<file path="src/rtl/conv_unit_driver.sv">
// Initiator-side sequencer for conv_unit: streams W/IF/IP words from the local buffer
// onto data_in through a 2-entry prefetch FIFO, then drains opsums back into the buffer.
module conv_unit_driver #(
   parameter int DATA_W = 32,
   parameter int ADDR_W = 16,
   parameter int CNT_W  = 16
) (
   input  logic              clk,
   input  logic              reset,
   input  logic              start,
   input  logic              cfg_dw_pw_sel,
   input  logic [CNT_W-1:0]  cfg_w_num,
   input  logic [CNT_W-1:0]  cfg_if_num,
   input  logic [CNT_W-1:0]  cfg_ip_num,
   input  logic [CNT_W-1:0]  cfg_op_num,
   input  logic [ADDR_W-1:0] cfg_w_base,
   input  logic [ADDR_W-1:0] cfg_if_base,
   input  logic [ADDR_W-1:0] cfg_ip_base,
   input  logic [ADDR_W-1:0] cfg_op_base,
   output logic              mem_rd_en,
   output logic [ADDR_W-1:0] mem_rd_addr,
   input  logic [DATA_W-1:0] mem_rd_data,
   output logic              mem_wr_en,
   output logic [ADDR_W-1:0] mem_wr_addr,
   output logic [DATA_W-1:0] mem_wr_data,
   output logic              DW_PW_sel,
   output logic              change_weight_f,
   output logic              valid_w,
   input  logic              ready_w,
   output logic              valid_if,
   input  logic              ready_if,
   output logic              valid_ip,
   input  logic              ready_ip,
   input  logic              valid_op,
   output logic              ready_op,
   output logic [DATA_W-1:0] data_in,
   input  logic [DATA_W-1:0] data_out,
   output logic              busy,
   output logic              done
);

   typedef enum logic [2:0] {IDLE, LOAD_W, LOAD_IF, LOAD_IP, DRAIN_OP, FIN} state_t;

   state_t            state;
   state_t            following;
   logic [CNT_W-1:0]  w_num, if_num, ip_num, op_num;
   logic [CNT_W-1:0]  cur_num, reads_issued, beats;
   logic [ADDR_W-1:0] if_base, ip_base, op_base, rd_addr, entry_base;
   logic [DATA_W-1:0] fifo_mem [2];
   logic              fifo_head, fifo_tail;
   logic [1:0]        fifo_count;
   logic              rd_pend;
   logic              loading, ready_sel, pop, issue, op_fire, phase_exit;
   logic [3:0]        nz;

   // First phase with a nonzero count, in W, IF, IP, OP order; FIN when none remain.
   function automatic state_t pick(input logic [3:0] m);
      state_t s;
      if (m[0])      s = LOAD_W;
      else if (m[1]) s = LOAD_IF;
      else if (m[2]) s = LOAD_IP;
      else if (m[3]) s = DRAIN_OP;
      else           s = FIN;
      return s;
   endfunction

   always_comb begin
      loading    = (state == LOAD_W) || (state == LOAD_IF) || (state == LOAD_IP);
      cur_num    = '0;
      ready_sel  = 1'b0;
      nz         = 4'b0000;
      entry_base = '0;
      case (state)
         LOAD_W:   begin cur_num = w_num;  ready_sel = ready_w;  end
         LOAD_IF:  begin cur_num = if_num; ready_sel = ready_if; end
         LOAD_IP:  begin cur_num = ip_num; ready_sel = ready_ip; end
         DRAIN_OP: cur_num = op_num;
         default:  cur_num = '0;
      endcase
      pop     = loading && (fifo_count != 2'd0) && ready_sel;
      // A pop this cycle frees a slot, so it is credited to keep one beat per cycle.
      issue   = loading && (reads_issued < cur_num) &&
                (({1'b0, fifo_count} + {2'b00, rd_pend}) < (pop ? 3'd3 : 3'd2));
      op_fire = (state == DRAIN_OP) && valid_op;
      phase_exit = (pop || op_fire) && (beats == cur_num - CNT_W'(1));
      case (state)
         IDLE:    nz = {cfg_op_num != '0, cfg_ip_num != '0, cfg_if_num != '0, cfg_w_num != '0};
         LOAD_W:  nz = {op_num != '0, ip_num != '0, if_num != '0, 1'b0};
         LOAD_IF: nz = {op_num != '0, ip_num != '0, 2'b00};
         LOAD_IP: nz = {op_num != '0, 3'b000};
         default: nz = 4'b0000;
      endcase
      following = pick(nz);
      case (following)
         LOAD_W:  entry_base = cfg_w_base;
         LOAD_IF: entry_base = (state == IDLE) ? cfg_if_base : if_base;
         LOAD_IP: entry_base = (state == IDLE) ? cfg_ip_base : ip_base;
         default: entry_base = '0;
      endcase
   end

   assign mem_rd_en       = issue;
   assign mem_rd_addr     = rd_addr;
   assign data_in         = fifo_mem[fifo_head];
   assign valid_w         = (state == LOAD_W)  && (fifo_count != 2'd0);
   assign valid_if        = (state == LOAD_IF) && (fifo_count != 2'd0);
   assign valid_ip        = (state == LOAD_IP) && (fifo_count != 2'd0);
   assign ready_op        = (state == DRAIN_OP);
   assign change_weight_f = (state == LOAD_W);
   assign busy            = (state != IDLE);
   assign done            = (state == FIN);

   always_ff @(posedge clk) begin
      if (reset) begin
         state        <= IDLE;
         w_num        <= '0;
         if_num       <= '0;
         ip_num       <= '0;
         op_num       <= '0;
         if_base      <= '0;
         ip_base      <= '0;
         op_base      <= '0;
         rd_addr      <= '0;
         reads_issued <= '0;
         beats        <= '0;
         fifo_mem[0]  <= '0;
         fifo_mem[1]  <= '0;
         fifo_head    <= 1'b0;
         fifo_tail    <= 1'b0;
         fifo_count   <= 2'd0;
         rd_pend      <= 1'b0;
         mem_wr_en    <= 1'b0;
         mem_wr_addr  <= '0;
         mem_wr_data  <= '0;
         DW_PW_sel    <= 1'b0;
      end else begin
         rd_pend   <= issue;
         mem_wr_en <= op_fire;
         if (op_fire) begin
            mem_wr_addr <= op_base + ADDR_W'(beats);
            mem_wr_data <= data_out;
         end
         if (rd_pend) begin
            fifo_mem[fifo_tail] <= mem_rd_data;
            fifo_tail           <= ~fifo_tail;
         end
         if (pop)
            fifo_head <= ~fifo_head;
         fifo_count <= fifo_count + {1'b0, rd_pend} - {1'b0, pop};
         if (issue) begin
            rd_addr      <= rd_addr + ADDR_W'(1);
            reads_issued <= reads_issued + CNT_W'(1);
         end
         if (pop || op_fire)
            beats <= beats + CNT_W'(1);
         case (state)
            IDLE: begin
               if (start) begin
                  w_num        <= cfg_w_num;
                  if_num       <= cfg_if_num;
                  ip_num       <= cfg_ip_num;
                  op_num       <= cfg_op_num;
                  if_base      <= cfg_if_base;
                  ip_base      <= cfg_ip_base;
                  op_base      <= cfg_op_base;
                  DW_PW_sel    <= cfg_dw_pw_sel;
                  state        <= following;
                  rd_addr      <= entry_base;
                  reads_issued <= '0;
                  beats        <= '0;
               end
            end
            LOAD_W, LOAD_IF, LOAD_IP, DRAIN_OP: begin
               if (phase_exit) begin
                  state        <= following;
                  rd_addr      <= entry_base;
                  reads_issued <= '0;
                  beats        <= '0;
               end
            end
            FIN:     state <= IDLE;
            default: state <= IDLE;
         endcase
      end
   end

endmodule

</file>
<file path="config.mk">
export PLATFORM = sky130hd
export DESIGN_NAME = conv_unit_driver
export DESIGN_NICKNAME = d
export VERILOG_FILES = /design/src/rtl/conv_unit_driver.sv
export SDC_FILE = /design/constraint.sdc
export NUM_CORES = 1
export LEC_CHECK = 0
export CAP_MARGIN = 20
export CORE_MARGIN = 5
export CORE_UTILIZATION = 34
export CTS_BUF_LIST = sky130_fd_sc_hd__clkbuf_8
export DETAILED_ROUTE_END_ITERATION = 10
export PLACE_DENSITY = 0.63
export SYNTH_ARGS = -nofsm -noshare
export SYNTH_HDL_FRONTEND = slang
export SYNTH_SLANG_ARGS = --single-unit
</file>
<file path="constraint.sdc">
create_clock -name clk -period 3.4 [get_ports clk]
set_clock_uncertainty 0.05 [all_clocks]
set_input_delay 0.68 -clock clk [delete_from_list [all_inputs] [get_ports clk]]
set_output_delay 0.68 -clock clk [all_outputs]
set_load 0.01 [all_outputs]
</file>
# Yosys cells after proc, flatten, opt, wreduce, memory -nomap -nowiden
# Memories as Yosys holds them, arrays and structs flattened. A register that Yosys moved wholly into a read port is not among the register bits.
# Index checks and enable logic that the tools add are counted.
[word_totals]
ff_bits = 218
ramBits = 64
inputBits = 200
output_inout_bits = 106
n_memories = 1
[classes]
n_addsub = 8
order_cmp = 2
eq_ne = 11
muxes = 36
bitwise_logic = 2
reduce_logical = 26
[mem_list]
columns = ["name", "words", "width", "rd", "rd_ports_with_merged_regs", "wr", "line", "rtl"]
rows = [
  ["fifo_mem", 2, 32, 1, 1, 2, "49", "logic [DATA_W-1:0] fifo_mem [2];"],
]
[ops]
columns = ["cell", "count"]
rows = [
  ["2-to-1 mux 16 bit", 11],
  ["nonzero test 16 bit", 7],
  ["case mux 16 bit (2 select lines)", 3],
  ["case mux 16 bit (4 select lines)", 1],
  ["adder 16 x 1 -> 16 bit, second input constant", 3],
  ["case mux 16 bit (3 select lines)", 1],
  ["2-to-1 mux 32 bit", 1],
  ["OR reduction 32 bit", 1],
  ["adder 16 bit", 1],
  ["equality test 16 bit", 1],
  ["< comparator 16 bit", 1],
  ["case mux 4 bit (4 select lines)", 1],
  ["subtractor 16 x 1 -> 16 bit, second input constant", 1],
  ["2-to-1 mux 3 bit", 5],
  ["equality test 3 x 2 -> 1 bit, second input constant", 4],
  ["2-to-1 mux 1 bit", 11],
  ["logical AND 1 bit", 9],
  ["equality test 3 x 1 -> 1 bit, second input constant", 2],
  ["equality test 3 bit, second input constant", 2],
  ["case mux 3 bit (2 select lines)", 1],
  ["!= test 2 bit, second input constant", 2],
  ["AND reduction 2 bit", 2],
  ["OR reduction 4 bit", 1],
  ["adder 2 x 1 -> 3 bit", 1],
  ["other kinds (9)", 12],
]

# Longest topological paths before layout
# Gate-level depths: netlist of the first run.
[depth]
depth_word = 11
mapped_depth = 19
ltp_nobuf = 15

# Worst setup path after synthesis of the first run
# OpenSTA, ideal clock, no wires.
[synth_timing]
kind = "register to register"
start = "register state[0]"
end = "register rd_addr[14], in the netlist mem_rd_addr[14]"
setup_ns = 0.123
arrival_ns = 3.504
required_time_ns = 3.227
path_slack_ns = -0.278
stages_incl_launch_ff = 18
path_buffers = 4
cell_sequence = "dfxtp_1 -> buf_4 -> nor2b_2 -> buf_6 -> a22o_1 -> a222oi_1 -> ha_1 -> o21ai_0 -> a211oi_1 -> and4_1 -> a21oi_1 -> and4_1 -> clkbuf_1 -> clkbuf_1 -> nand3_1 -> xnor2_1 -> a211oi_1 -> a21oi_1"
[synth_via]
elab_chain_len = 11
[synth_rtl]
columns = ["item", "line", "rtl"]
rows = [
  ["start: declaration", "44", "state_t state;"],
  ["start signal: assignment", "167", "state <= following;"],
  ["start signal: assignment", "175", "state <= following;"],
  ["branches (longest 7 deep; another with < comparator 16 bit)", "--", ""],
  ["logical AND 1 bit *", "82", "issue = loading && (reads_issued < cur_num) &&"],
  ["named net mem_rd_en", "20", "output logic mem_rd_en,"],
  ["2-to-1 mux 16 bit *", "150", "if (issue) begin"],
  ["2-to-1 mux 16 bit (on tied branches)", "174, 158", ""],
  ["case mux 16 bit (2 select lines) *", "156", "case (state)"],
  ["end signal: assignment", "151", "rd_addr <= rd_addr + ADDR_W'(1);"],
  ["end signal: assignment", "168", "rd_addr <= entry_base;"],
  ["end signal: assignment", "176", "rd_addr <= entry_base;"],
  ["end: declaration", "48", "logic [ADDR_W-1:0] if_base, ip_base, op_base, rd_addr, entry_base;"],
]
# Mark *: on every way through the listed nets, which the timed path passes.
# A chain may end at the register's enable or synchronous reset.

# Worst setup path after layout of the first run
[layout_timing]
start = "register state[0]"
end = "output mem_rd_en"
[layout_via]
elab_chain_len = 8
[layout_rtl]
columns = ["item", "line"]
rows = [
  ["branches (longest 7 deep; another with < comparator 16 bit)", "--"],
  ["logical AND 1 bit *", "82"],
  ["end: declaration", "20"],
]
# Every way passes the cells marked *.

==> report_table.html, run 1 <==
<table>
<tr><th>Metric</th><th>Value</th></tr>
<tr><th colspan="2">Synthesis</th></tr>
<tr><td>Multiplexer fraction of the synthesized cell area</td><td>4.04%</td></tr>
<tr><td>Basic-gate share of the synthesized area counting and, or, nand and nor cells</td><td>23.7%</td></tr>
<tr><td>Area share of the largest cell type after synthesis</td><td>between 30% and 40%</td></tr>
<tr><td>Count of different cell masters after synthesis</td><td>76</td></tr>
<tr><td>Main combinational cell family by area after synthesis</td><td>simple AND/OR/NAND/NOR gates</td></tr>
<tr><td>Top area cells in the synthesized netlist</td><td>dfxtp_1 31%, edfxtp_1 14%, nand2_1 10%</td></tr>
<tr><td>Most frequent cell after synthesis</td><td>nand2_1</td></tr>
<tr><td>Xor/xnor cell area share of the yosys netlist</td><td>5.35%</td></tr>
<tr><td>Ranking of synthesized cells by instance count</td><td>370 x nand2_1, 219 x dfxtp_1, 185 x a21oi_1</td></tr>
<tr><td>Sequential fraction of the synthesis area</td><td>a little under half</td></tr>
<tr><td>Instance count of the mapped netlist</td><td>1,600</td></tr>
<tr><td>Yosys warns</td><td>0</td></tr>
<tr><td>Netlist area before placement</td><td>0.0139 mm^2</td></tr>
<tr><td>Post-Syn Area per Cell</td><td>about 8.7 um^2</td></tr>
<tr><td>Top_reg_cell synth</td><td>dfxtp_1</td></tr>
<tr><td>Post-synth top area cell</td><td>dfxtp_1</td></tr>
<tr><td>Syn Nets</td><td>roughly 1,800</td></tr>
<tr><td>Complex-gate fraction of the synthesized area</td><td>between 10 and 15%</td></tr>
<tr><td>Seq cells post-synth</td><td>283</td></tr>
<tr><td>Adder-cell share of the synthesized area</td><td>around 3.6%</td></tr>
<tr><td>Number of enable flip-flop cells after synthesis</td><td>64</td></tr>
<tr><td>Share of async-settable or async-resettable flops after synthesis</td><td>0%</td></tr>
<tr><th colspan="2">Die</th></tr>
<tr><td>Standard-cell row count</td><td>74</td></tr>
<tr><td>Area of the die</td><td>0.0451 mm^2</td></tr>
<tr><td>Initial core utilization</td><td>roughly 34%</td></tr>
<tr><td>Number of top-level pins</td><td>306</td></tr>
<tr><td>Vertical die dimension</td><td>around 210 um</td></tr>
<tr><td>Area of the core region</td><td>~0.041 mm^2</td></tr>
<tr><td>Die W</td><td>about 210 um</td></tr>
<tr><th colspan="2">GRT</th></tr>
<tr><td>First-pass GRT wire length</td><td>~70,000 um</td></tr>
<tr><td>GRT Resource Usage Total</td><td>between 10% and 20%</td></tr>
<tr><td>Aggregate global routing overflow</td><td>0</td></tr>
<tr><td>Maximum number of pins on one net before global-route repair</td><td>slightly above 80</td></tr>
<tr><td>Antenna violations before repair</td><td>1</td></tr>
<tr><td>Via count of the first global-routing pass</td><td>between 10,000 and 15,000</td></tr>
<tr><th colspan="2">Clock network</th></tr>
<tr><td>Clk_lat worst skew</td><td>0.60 ns</td></tr>
<tr><td>Sinks on Clock Net</td><td>between 200 and 300</td></tr>
<tr><td>Clock root buffer master</td><td>clkbuf_8</td></tr>
<tr><td>CTS tree</td><td>yes</td></tr>
<tr><td>Buffers from clock root to sink, at most</td><td>3</td></tr>
<tr><td>Number of buffers added by the clock tree synthesis step</td><td>48</td></tr>
<tr><td>Number of H-tree levels</td><td>2</td></tr>
<tr><td>Reg clk slew, reported paths</td><td>0.07 ns</td></tr>
<tr><th colspan="2">Timing</th></tr>
<tr><td>Slew Limit Fails</td><td>0</td></tr>
<tr><td>Setup repair after global routing missed its margin</td><td>yes</td></tr>
<tr><td>Final worst path period need</td><td>3.87 ns</td></tr>
<tr><td>Portion of the clock cycle consumed by the worst path in the final layout</td><td>114%</td></tr>
<tr><td>Number of hold violations in the final report</td><td>0</td></tr>
<tr><td>Slew of the pin with the lowest slew margin</td><td>0.988 ns</td></tr>
<tr><td>Maximum clock frequency</td><td>roughly 260 MHz</td></tr>
<tr><td>Final-layout setup total negative slack</td><td>-17.66 ns</td></tr>
<tr><td>Post-route setup slack</td><td>-0.467 ns</td></tr>
<tr><td>Final setup violation count</td><td>52</td></tr>
<tr><td>Worst slew slack as a fraction of its limit</td><td>34.1%</td></tr>
<tr><th colspan="2">Drt</th></tr>
<tr><td>Average wire per standard cell</td><td>approximately 18 um</td></tr>
<tr><td>Number of nets with antenna violations after detailed routing</td><td>0</td></tr>
<tr><td>DR vias</td><td>approximately 13,000</td></tr>
<tr><td>Via density per instance</td><td>~5.1</td></tr>
<tr><td>Wire length after detailed routing</td><td>around 46,000 um</td></tr>
<tr><td>Number of search-and-repair iterations in the first detailed-routing pass</td><td>6</td></tr>
<tr><td>Violation count after the first detailed-route iteration</td><td>921</td></tr>
<tr><td>Total DRC errors in the routed layout</td><td>0</td></tr>
<tr><th colspan="2">Critical path</th></tr>
<tr><td>Cell-by-cell trace of the critical path</td><td>buf_6 -&gt; and3b_2 -&gt; a222oi_1 -&gt; buf_4 -&gt; ha_1 -&gt; o21ai_2 -&gt; a211oi_2 -&gt; and4_1 -&gt; a21oi_1 -&gt; and4_4 -&gt; buf_6</td></tr>
<tr><td>Most frequent cell on the critical path</td><td>buf_6</td></tr>
<tr><td>Origin of the critical flop-to-flop path</td><td>state[0]</td></tr>
<tr><td>CP max FO</td><td>7</td></tr>
<tr><td>Required time at the endpoint of the critical path</td><td>2.67 ns</td></tr>
<tr><td>Critical Path Start Type</td><td>flop</td></tr>
<tr><td>Slowest-stage cell, CP</td><td>a222oi_1</td></tr>
<tr><td>WP data arrival</td><td>around 3.1 ns</td></tr>
<tr><td>Startpoint-to-endpoint class of the critical path</td><td>flop to output port</td></tr>
<tr><td>First element of the critical path</td><td>state[0]</td></tr>
<tr><td>Critical path capture point type</td><td>output port</td></tr>
<tr><td>Worst stage delay on the critical path</td><td>about 0.47 ns</td></tr>
<tr><td>Reg2Reg Depth</td><td>17</td></tr>
<tr><th colspan="2">Final layout</th></tr>
<tr><td>Fraction of layout cells with a size suffix above 1</td><td>between 10% and 20%</td></tr>
<tr><td>Final net count</td><td>~2,200</td></tr>
<tr><td>Layout-stage area growth over the synthesis result</td><td>43.0%</td></tr>
<tr><th colspan="2">Run</th></tr>
<tr><td>Number of maximum-capacitance constraint violations</td><td>0</td></tr>
<tr><th colspan="2">Outcome</th></tr>
<tr><td>Violations in the final reports</td><td>negative setup slack</td></tr>
<tr><td>Status</td><td>complete, but fails checks</td></tr>
<tr><th colspan="2">Place</th></tr>
<tr><td>Final HPWL from detailed placement</td><td>about 33,000 um</td></tr>
<tr><td>Weighted congestion reported at the end of routability-driven placement</td><td>0.884</td></tr>
<tr><td>Count of buffers from port buffering</td><td>~300</td></tr>
<tr><th colspan="2">Pwr</th></tr>
<tr><td>Worst vdd ir</td><td>399 uV</td></tr>
<tr><td>Power per standard cell area</td><td>619 mW/mm^2</td></tr>
<tr><td>Final Total Pwr</td><td>roughly 12 mW</td></tr>
<tr><td>Leakage power</td><td>7.65 nW</td></tr>
<tr><th colspan="2">Min path</th></tr>
<tr><td>Startpoint of the worst hold path</td><td>mem_wr_addr[5]</td></tr>
<tr><td>Hold Path Stages</td><td>2</td></tr>
<tr><td>HP Class</td><td>flop to flop</td></tr>
</table>
per-stage QoR:
step / hold WS (ns) / setup slack, ns / instances / area (um^2) / utilization [%]
2_1_floorplan: 0.381 / -0.169 / 1600 / 14000 / -
3_3_place_gp: 0.392 / -0.567 / 2443 / 18100 / 44.6
3_5_place_dp: 0.393 / -0.614 / 2443 / 18100 / 44.6
4_1_cts: 0.324 / -0.479 / 2550 / 19600 / 48.3
5_1_grt: 0.382 / -0.579 / 2558 / 19900 / 49.0
6_report: 0.400 / -0.467 / 2558 / 19900 / 49.0
cell families (layout without fill, tap and decap cells):
| kind of cell | count (synthesis) | in the layout |
|---|---|---|
| adder cells (fa/ha/maj) | 39 | 39 |
| buffers and inverters | 123 | 547 |
| multiplexers | 51 | 51 |
| AO/OA/AOI/OAI | 326 | 326 |
| flip-flops | 283 | 283 |
| other | 0 | 1 |
| AND/OR/NAND/NOR | 693 | 694 |
| XOR/XNOR | 85 | 85 |
final cells by class:
type / count / area, um^2
Timing Repair Buffer: 441 / 4310
Antenna cell: 1 / 2.50
Inverter: 20 / 75.1
Clock buffer: 51 / 702
Fill cell: 3794 / 20700
Multi-Input combinational cell: 1195 / 7690
Tap cell: 532 / 666
Sequential cell: 283 / 6310
Clock inverter: 35 / 143
critical path: cells and delay by family (launching register included):
family,cells,cell delay (ns)
flops,1,0.38
buf+inv,3,0.46
fa+ha+maj,1,0.23
simple gates,3,0.65
compound gates,4,0.80
cells in the final DEF, fill, tap and decap left out, types with 9 or more instances in the layout:
master           synthesis  layout
dfxtp_1                219     217
xor2_1                  48      48
o22ai_1                 15      15
a22oi_1                 15      14
clkdlybuf4s50_1          0     303
nor3_1                  53      19
ha_1                    38      37
mux2_2                  34      34
xnor2_1                 37      37
a21oi_1                185     184
nor3_4                   0      20
buf_12                   0      10
o21ai_0                 25      23
mux2i_1                 13      13
nand2_1                370     368
buf_6                    3      16
nor4_1                  41      29
clkbuf_8                 0      51
or3_1                   10      10
buf_4                    5     109
nor3_2                   0      14
nand3_1                 23      23
nor4_4                   0      11
and2_1                  72      71
and3_1                  15      13
edfxtp_1                64      64
o221ai_1                 9       9
a21o_1                  18      18
nor2_1                  44      42
inv_1                   20      42
nand4_1                 23      23
timing repair:
action,4_1_cts,5_1_grt
hold buffers,0,0
gates resized for setup,92,51
pin swaps,40,27
cloned,6,2
setup endpoints to repair,52,53
buffers inserted,19,15
registers in the layout, summed over array words and instances (netlist names), named ones only:
register	cells
fifo_mem	64
mem_rd_addr	16
mem_wr_data	32
if_base	16
w_num	16
ip_base	16
ip_num	16
fifo_count	2
beats	16
mem_wr_addr	16
fifo_head	1
state	3
DW_PW_sel	1
reads_issued	16
mem_wr_en	1
fifo_tail	1
if_num	16
op_base	16
op_num	16
rd_pend	1
metal layers:
metal  GRT usage (%)  part of all wire (%)  wire [um]  vias up
met1            26.5                    45      20600     6230
met5               0                     0          0        -
met3            4.03                   5.8       2660       82
met2            31.0                    46      21400      349
met4            6.49                   3.0       1400        0
li1                -                     -          -     6402
where the power goes:
| part | switching, mW | leakage [nW] | internal [mW] |
|---|---|---|---|
| clock | 1.40 | 0.517 | 1.38 |
| sequential | 0.382 | 2.45 | 3.95 |
| combinational | 2.72 | 4.69 | 2.49 |
| total | 4.50 | 7.65 | 7.82 |
worst paths after layout:
check | endpoint | slack, ns
max | mem_rd_en | -0.47
min | mem_wr_addr[5] | 0.40
max reg2reg | mem_rd_addr[7] | -0.45
min reg2reg | mem_wr_addr[5] | 0.40
Note: power is estimated with default switching activity, not from simulation.
==> run 2: changes to the inputs <==
--- a/config.mk
+++ b/config.mk
@@ -11,6 +11,7 @@
 export CTS_BUF_LIST = sky130_fd_sc_hd__clkbuf_8
 export DETAILED_ROUTE_END_ITERATION = 10
 export PLACE_DENSITY = 0.63
+export SLEW_MARGIN = 30
 export SYNTH_ARGS = -nofsm -noshare
 export SYNTH_HDL_FRONTEND = slang
 export SYNTH_SLANG_ARGS = --single-unit
==> results of run 2 <==
Final layout, timing and power as in run 1 (identical DEF).
==> run 3: changes to the inputs <==
--- a/config.mk
+++ b/config.mk
@@ -5,12 +5,13 @@
 export SDC_FILE = /design/constraint.sdc
 export NUM_CORES = 1
 export LEC_CHECK = 0
+export ABC_AREA = 1
 export CAP_MARGIN = 20
 export CORE_MARGIN = 5
 export CORE_UTILIZATION = 34
 export CTS_BUF_LIST = sky130_fd_sc_hd__clkbuf_8
 export DETAILED_ROUTE_END_ITERATION = 10
-export PLACE_DENSITY = 0.63
+export PLACE_DENSITY = 0.62
 export SLEW_MARGIN = 30
 export SYNTH_ARGS = -nofsm -noshare
 export SYNTH_HDL_FRONTEND = slang
==> report_table.html, run 3 <==
<table>
<tr><th>Metric</th><th>Value</th></tr>
<tr><th colspan="2">Outcome</th></tr>
<tr><td>Status</td><td>complete, but fails checks (unchanged)</td></tr>
<tr><td>Violations in the final reports</td><td>negative setup slack (unchanged)</td></tr>
<tr><th colspan="2">Die</th></tr>
<tr><td>Area of the die</td><td>0.0468 mm^2 (was 0.0451 mm^2)</td></tr>
<tr><td>Vertical die dimension</td><td>216 um (was 212 um)</td></tr>
<tr><td>Die W</td><td>216 um (was 212 um)</td></tr>
<tr><td>Number of top-level pins</td><td>306 (unchanged)</td></tr>
<tr><td>Initial core utilization</td><td>34.5% (was 34.3%)</td></tr>
<tr><td>Area of the core region</td><td>0.0420 mm^2 (was 0.0406 mm^2)</td></tr>
<tr><td>Standard-cell row count</td><td>75 (was 74)</td></tr>
<tr><th colspan="2">Final layout</th></tr>
<tr><td>Register area</td><td>0.00631 mm^2 (about the same)</td></tr>
<tr><td>Final net count</td><td>2,517 (was 2,228)</td></tr>
<tr><td>Layout-stage area growth over the synthesis result</td><td>37.9% (was 43.0%)</td></tr>
<tr><td>Number of filler cells placed in the layout</td><td>4,184 (was 3,794)</td></tr>
<tr><td>Multi-input combinational cell area</td><td>0.00740 mm^2 (was 0.00769 mm^2)</td></tr>
<tr><td>Number of antenna repair diodes</td><td>0 (was 1)</td></tr>
<tr><td>Most common cell after layout, fill and taps aside</td><td>nand2_1 (unchanged)</td></tr>
<tr><td>Fraction of layout cells with a size suffix above 1</td><td>13.4% (was 16.1%)</td></tr>
<tr><td>Commonest cells after routing, fill and taps aside</td><td>440 x nand2_1, 302 x clkdlybuf4s50_1, 216 x dfxtp_1 (was 368 x nand2_1, 303 x clkdlybuf4s50_1, 217 x dfxtp_1)</td></tr>
<tr><td>Largest registers</td><td>fifo_mem x64, mem_wr_data x32 (unchanged)</td></tr>
<tr><td>Register with the highest flop count</td><td>fifo_mem (unchanged)</td></tr>
<tr><td>Max reg flops</td><td>64 (unchanged)</td></tr>
<tr><th colspan="2">Clock network</th></tr>
<tr><td>Reg clk slew, reported paths</td><td>0.07 ns (about the same)</td></tr>
<tr><td>Sinks on Clock Net</td><td>283 (unchanged)</td></tr>
<tr><td>Number of buffers added by the clock tree synthesis step</td><td>52 (was 48)</td></tr>
<tr><td>Number of H-tree levels</td><td>2 (unchanged)</td></tr>
<tr><td>Clk_lat worst skew</td><td>0.63 ns (was 0.60 ns)</td></tr>
<tr><td>Number of buffers inserted for hold repair after clock tree synthesis</td><td>0 (unchanged)</td></tr>
<tr><td>CTS tree</td><td>yes (unchanged)</td></tr>
<tr><td>Clock root buffer master</td><td>clkbuf_8 (unchanged)</td></tr>
<tr><td>Buffers from clock root to sink, at most</td><td>3 (unchanged)</td></tr>
<tr><th colspan="2">Critical path</th></tr>
<tr><td>WP data arrival</td><td>2.80 ns (was 3.14 ns)</td></tr>
<tr><td>Startpoint-to-endpoint class of the critical path</td><td>flop to output port (unchanged)</td></tr>
<tr><td>Origin of the critical flop-to-flop path</td><td>state[2] (was state[0])</td></tr>
<tr><td>Critical Path Start Type</td><td>flop (unchanged)</td></tr>
<tr><td>First element of the critical path</td><td>state[0] (unchanged)</td></tr>
<tr><td>Critical path capture point type</td><td>output port (unchanged)</td></tr>
<tr><td>CP max FO</td><td>8 (was 7)</td></tr>
<tr><td>Required time at the endpoint of the critical path</td><td>2.67 ns (about the same)</td></tr>
<tr><th colspan="2">Synthesis</th></tr>
<tr><td>Most frequent cell after synthesis</td><td>nand2_1 (unchanged)</td></tr>
<tr><td>Area share of the largest cell type after synthesis</td><td>30.3% (was 31.5%)</td></tr>
<tr><td>Syn Nets</td><td>2,158 (was 1,839)</td></tr>
<tr><td>Sequential fraction of the synthesis area</td><td>43.5% (was 45.3%)</td></tr>
<tr><td>Top area cells in the synthesized netlist</td><td>dfxtp_1 30%, edfxtp_1 13%, nand2_1 12% (was dfxtp_1 31%, edfxtp_1 14%, nand2_1 10%)</td></tr>
<tr><td>Post-synth top area cell</td><td>dfxtp_1 (unchanged)</td></tr>
<tr><td>Yosys warns</td><td>0 (unchanged)</td></tr>
<tr><td>Count of different cell masters after synthesis</td><td>55 (was 76)</td></tr>
<tr><td>Netlist area before placement</td><td>0.0145 mm^2 (was 0.0139 mm^2)</td></tr>
<tr><td>Number of enable flip-flop cells after synthesis</td><td>64 (unchanged)</td></tr>
<tr><td>Seq cells post-synth</td><td>283 (unchanged)</td></tr>
<tr><td>Instance count of the mapped netlist</td><td>1,919 (was 1,600)</td></tr>
<tr><td>Top_reg_cell synth</td><td>dfxtp_1 (unchanged)</td></tr>
<tr><td>Post-Syn Area per Cell</td><td>7.55 um^2 (was 8.70 um^2)</td></tr>
<tr><td>Share of async-settable or async-resettable flops after synthesis</td><td>0% (unchanged)</td></tr>
<tr><td>Ranking of synthesized cells by instance count</td><td>459 x nand2_1, 219 x dfxtp_1, 181 x a21oi_1 (was 370 x nand2_1, 219 x dfxtp_1, 185 x a21oi_1)</td></tr>
<tr><th colspan="2">Timing</th></tr>
<tr><td>Maximum clock frequency</td><td>284 MHz (was 259 MHz)</td></tr>
<tr><td>Worst hold margin</td><td>0.396 ns (was 0.400 ns)</td></tr>
<tr><td>Final setup violation count</td><td>1 (was 52)</td></tr>
<tr><td>Portion of the clock cycle consumed by the worst path in the final layout</td><td>104% (was 114%)</td></tr>
<tr><td>Worst slew slack as a fraction of its limit</td><td>53.2% (was 34.1%)</td></tr>
<tr><td>Final worst path period need</td><td>3.53 ns (was 3.87 ns)</td></tr>
<tr><td>Post-route setup slack</td><td>-0.126 ns (was -0.467 ns)</td></tr>
<tr><td>Slew of the pin with the lowest slew margin</td><td>0.703 ns (was 0.988 ns)</td></tr>
<tr><td>Final-layout setup total negative slack</td><td>-0.126 ns (was -17.66 ns)</td></tr>
<tr><td>Number of hold violations in the final report</td><td>0 (unchanged)</td></tr>
<tr><td>Slew Limit Fails</td><td>0 (unchanged)</td></tr>
<tr><td>Setup repair after global routing missed its margin</td><td>yes (unchanged)</td></tr>
<tr><th colspan="2">Drt</th></tr>
<tr><td>Average wire per standard cell</td><td>16.7 um (was 18.0 um)</td></tr>
<tr><td>Total DRC errors in the routed layout</td><td>0 (unchanged)</td></tr>
<tr><td>Number of nets with antenna violations after detailed routing</td><td>0 (unchanged)</td></tr>
<tr><td>DR vias</td><td>14,100 (was 13,100)</td></tr>
<tr><td>Wire length after detailed routing</td><td>47,600 um (was 46,100 um)</td></tr>
<tr><td>Violation count after the first detailed-route iteration</td><td>877 (was 921)</td></tr>
<tr><td>Number of search-and-repair iterations in the first detailed-routing pass</td><td>5 (was 6)</td></tr>
<tr><td>Via density per instance</td><td>4.93 (was 5.11)</td></tr>
<tr><th colspan="2">Pwr</th></tr>
<tr><td>Cell Int Power</td><td>8.54 mW (was 7.82 mW)</td></tr>
<tr><td>Clock Power Share</td><td>22.0% (was 22.5%)</td></tr>
<tr><td>Sequential Power Share</td><td>32.2% (was 35.2%)</td></tr>
<tr><td>Power per standard cell area</td><td>727 mW/mm^2 (was 619 mW/mm^2)</td></tr>
<tr><td>Combinational Power Share</td><td>45.9% (was 42.3%)</td></tr>
<tr><td>Final Total Pwr</td><td>14.5 mW (was 12.3 mW)</td></tr>
<tr><td>Switching Fraction</td><td>41.3% (was 36.6%)</td></tr>
<tr><td>Worst vdd ir</td><td>472 uV (was 399 uV)</td></tr>
<tr><td>Net switching component of the power</td><td>6.00 mW (was 4.50 mW)</td></tr>
<tr><td>Leakage power</td><td>8.35 nW (was 7.65 nW)</td></tr>
<tr><th colspan="2">Run</th></tr>
<tr><td>Number of maximum-capacitance constraint violations</td><td>0 (unchanged)</td></tr>
<tr><th colspan="2">Place</th></tr>
<tr><td>Weighted congestion reported at the end of routability-driven placement</td><td>0.850 (was 0.884)</td></tr>
<tr><td>Count of buffers from port buffering</td><td>305 (unchanged)</td></tr>
<tr><td>Post-place setup slack</td><td>-0.123 ns (was -0.614 ns)</td></tr>
<tr><td>Final HPWL from detailed placement</td><td>35,500 um (was 33,100 um)</td></tr>
<tr><th colspan="2">GRT</th></tr>
<tr><td>GRT Resource Usage Total</td><td>19.5% (about the same)</td></tr>
<tr><td>Maximum number of pins on one net before global-route repair</td><td>86 (was 83)</td></tr>
<tr><td>Aggregate global routing overflow</td><td>0 (unchanged)</td></tr>
<tr><td>First-pass GRT wire length</td><td>74,100 um (was 70,200 um)</td></tr>
<tr><td>Antenna violations before repair</td><td>1 (unchanged)</td></tr>
<tr><td>Via count of the first global-routing pass</td><td>13,900 (was 12,800)</td></tr>
<tr><th colspan="2">Min path</th></tr>
<tr><td>HP Class</td><td>flop to flop (unchanged)</td></tr>
<tr><td>Startpoint of the worst hold path</td><td>if_base[14] (was mem_wr_addr[5])</td></tr>
</table>
==> run 3: changes by cell type in the layout (fill, tap and decap cells not counted), sizes merged, moves of 14 or more <==
cell	before	now
o21ai	30	113
nor3	53	16
xnor2	37	6
and2	72	0
nand3	24	154
inv	42	205
nand2	370	470
a21o	18	1
buf	137	100
nor2	44	184
nand4	23	41
nor4	41	23
and3	15	1
==> run 3: worst paths after layout <==
| check | cells past startpoint | slack [ns] | to |
|---|---|---|---|
| max | 12 | -0.13 | mem_rd_en |
| min | 2 | 0.40 | if_base[14] |
| max reg2reg | 21 | 0.22 | mem_rd_addr[5] |
| min reg2reg | 2 | 0.40 | if_base[14] |
==> run 3: cell families (layout without fill, tap and decap cells) <==
family	Yosys count	count (layout)	synth area share, %
AND/OR/NAND/NOR	898	898	27.6
adder cells (fa/ha/maj)	39	39	3.42
AO/OA/AOI/OAI	340	340	12.6
XOR/XNOR	42	42	2.63
buffers and inverters	285	685	7.69
flip-flops	283	283	43.5
multiplexers	32	32	2.49
==> run 3: critical path, cell delays in order, from the launching register on <==
cell      delay [ns]
dfxtp_4         0.47
buf_8           0.15
nand3_4         0.11
buf_6           0.15
o21ai_4         0.17
nor2_4          0.06
ha_4            0.16
a21oi_2         0.11
o21ai_1         0.07
a21oi_1         0.14
o211a_1         0.18
a21boi_4        0.26
buf_6           0.14
==> run 3: area by class of cell <==
class                      instances  share of cell area (%)
clock inverter                    34                   0.839
sequential                       283                    31.6
multi-input combinational       1351                    37.0
inverter                         188                    3.57
timing repair buffer             402                    19.4
tap                              539                    3.38
clock buffer                      61                    4.20
==> run 3: routing by layer <==
layer / up-vias / GRT usage (%) / wire [um]
met5: - / 0 / 11
met1: 6546 / 25.0 / 21300
met4: 2 / 5.72 / 1230
met2: 369 / 32.7 / 22400
li1: 7091 / - / -
met3: 78 / 4.58 / 2720
==> run 3: through the flow <==
stage / utilization, % / instances / cell area (um^2)
floorplan: - / 1919 / 14500
global placement: 44.0 / 2749 / 18500
detailed placement: 44.0 / 2749 / 18500
CTS: 46.7 / 2850 / 19600
global route: 47.5 / 2858 / 20000
finish: 47.5 / 2858 / 20000
==> run 3: power by group through the flow <==
stage | logic [mW] | registers [mW] | clock network (mW)
6_report | 6.66 | 4.68 | 3.19
2_1_floorplan | 3.92 | 4.56 | 0
4_1_cts | 6.47 | 4.65 | 3.30
3_5_place_dp | 6.35 | 4.69 | 0
5_1_grt | 7.39 | 4.74 | 3.44
3_3_place_gp | 6.26 | 4.69 | 0
==> run 3: what timing repair did <==
item,CTS,global route
pin swaps,11,31
cloned,0,0
gates resized for setup,28,58
endpoints found under the setup margin,1,41
setup buffers,6,9
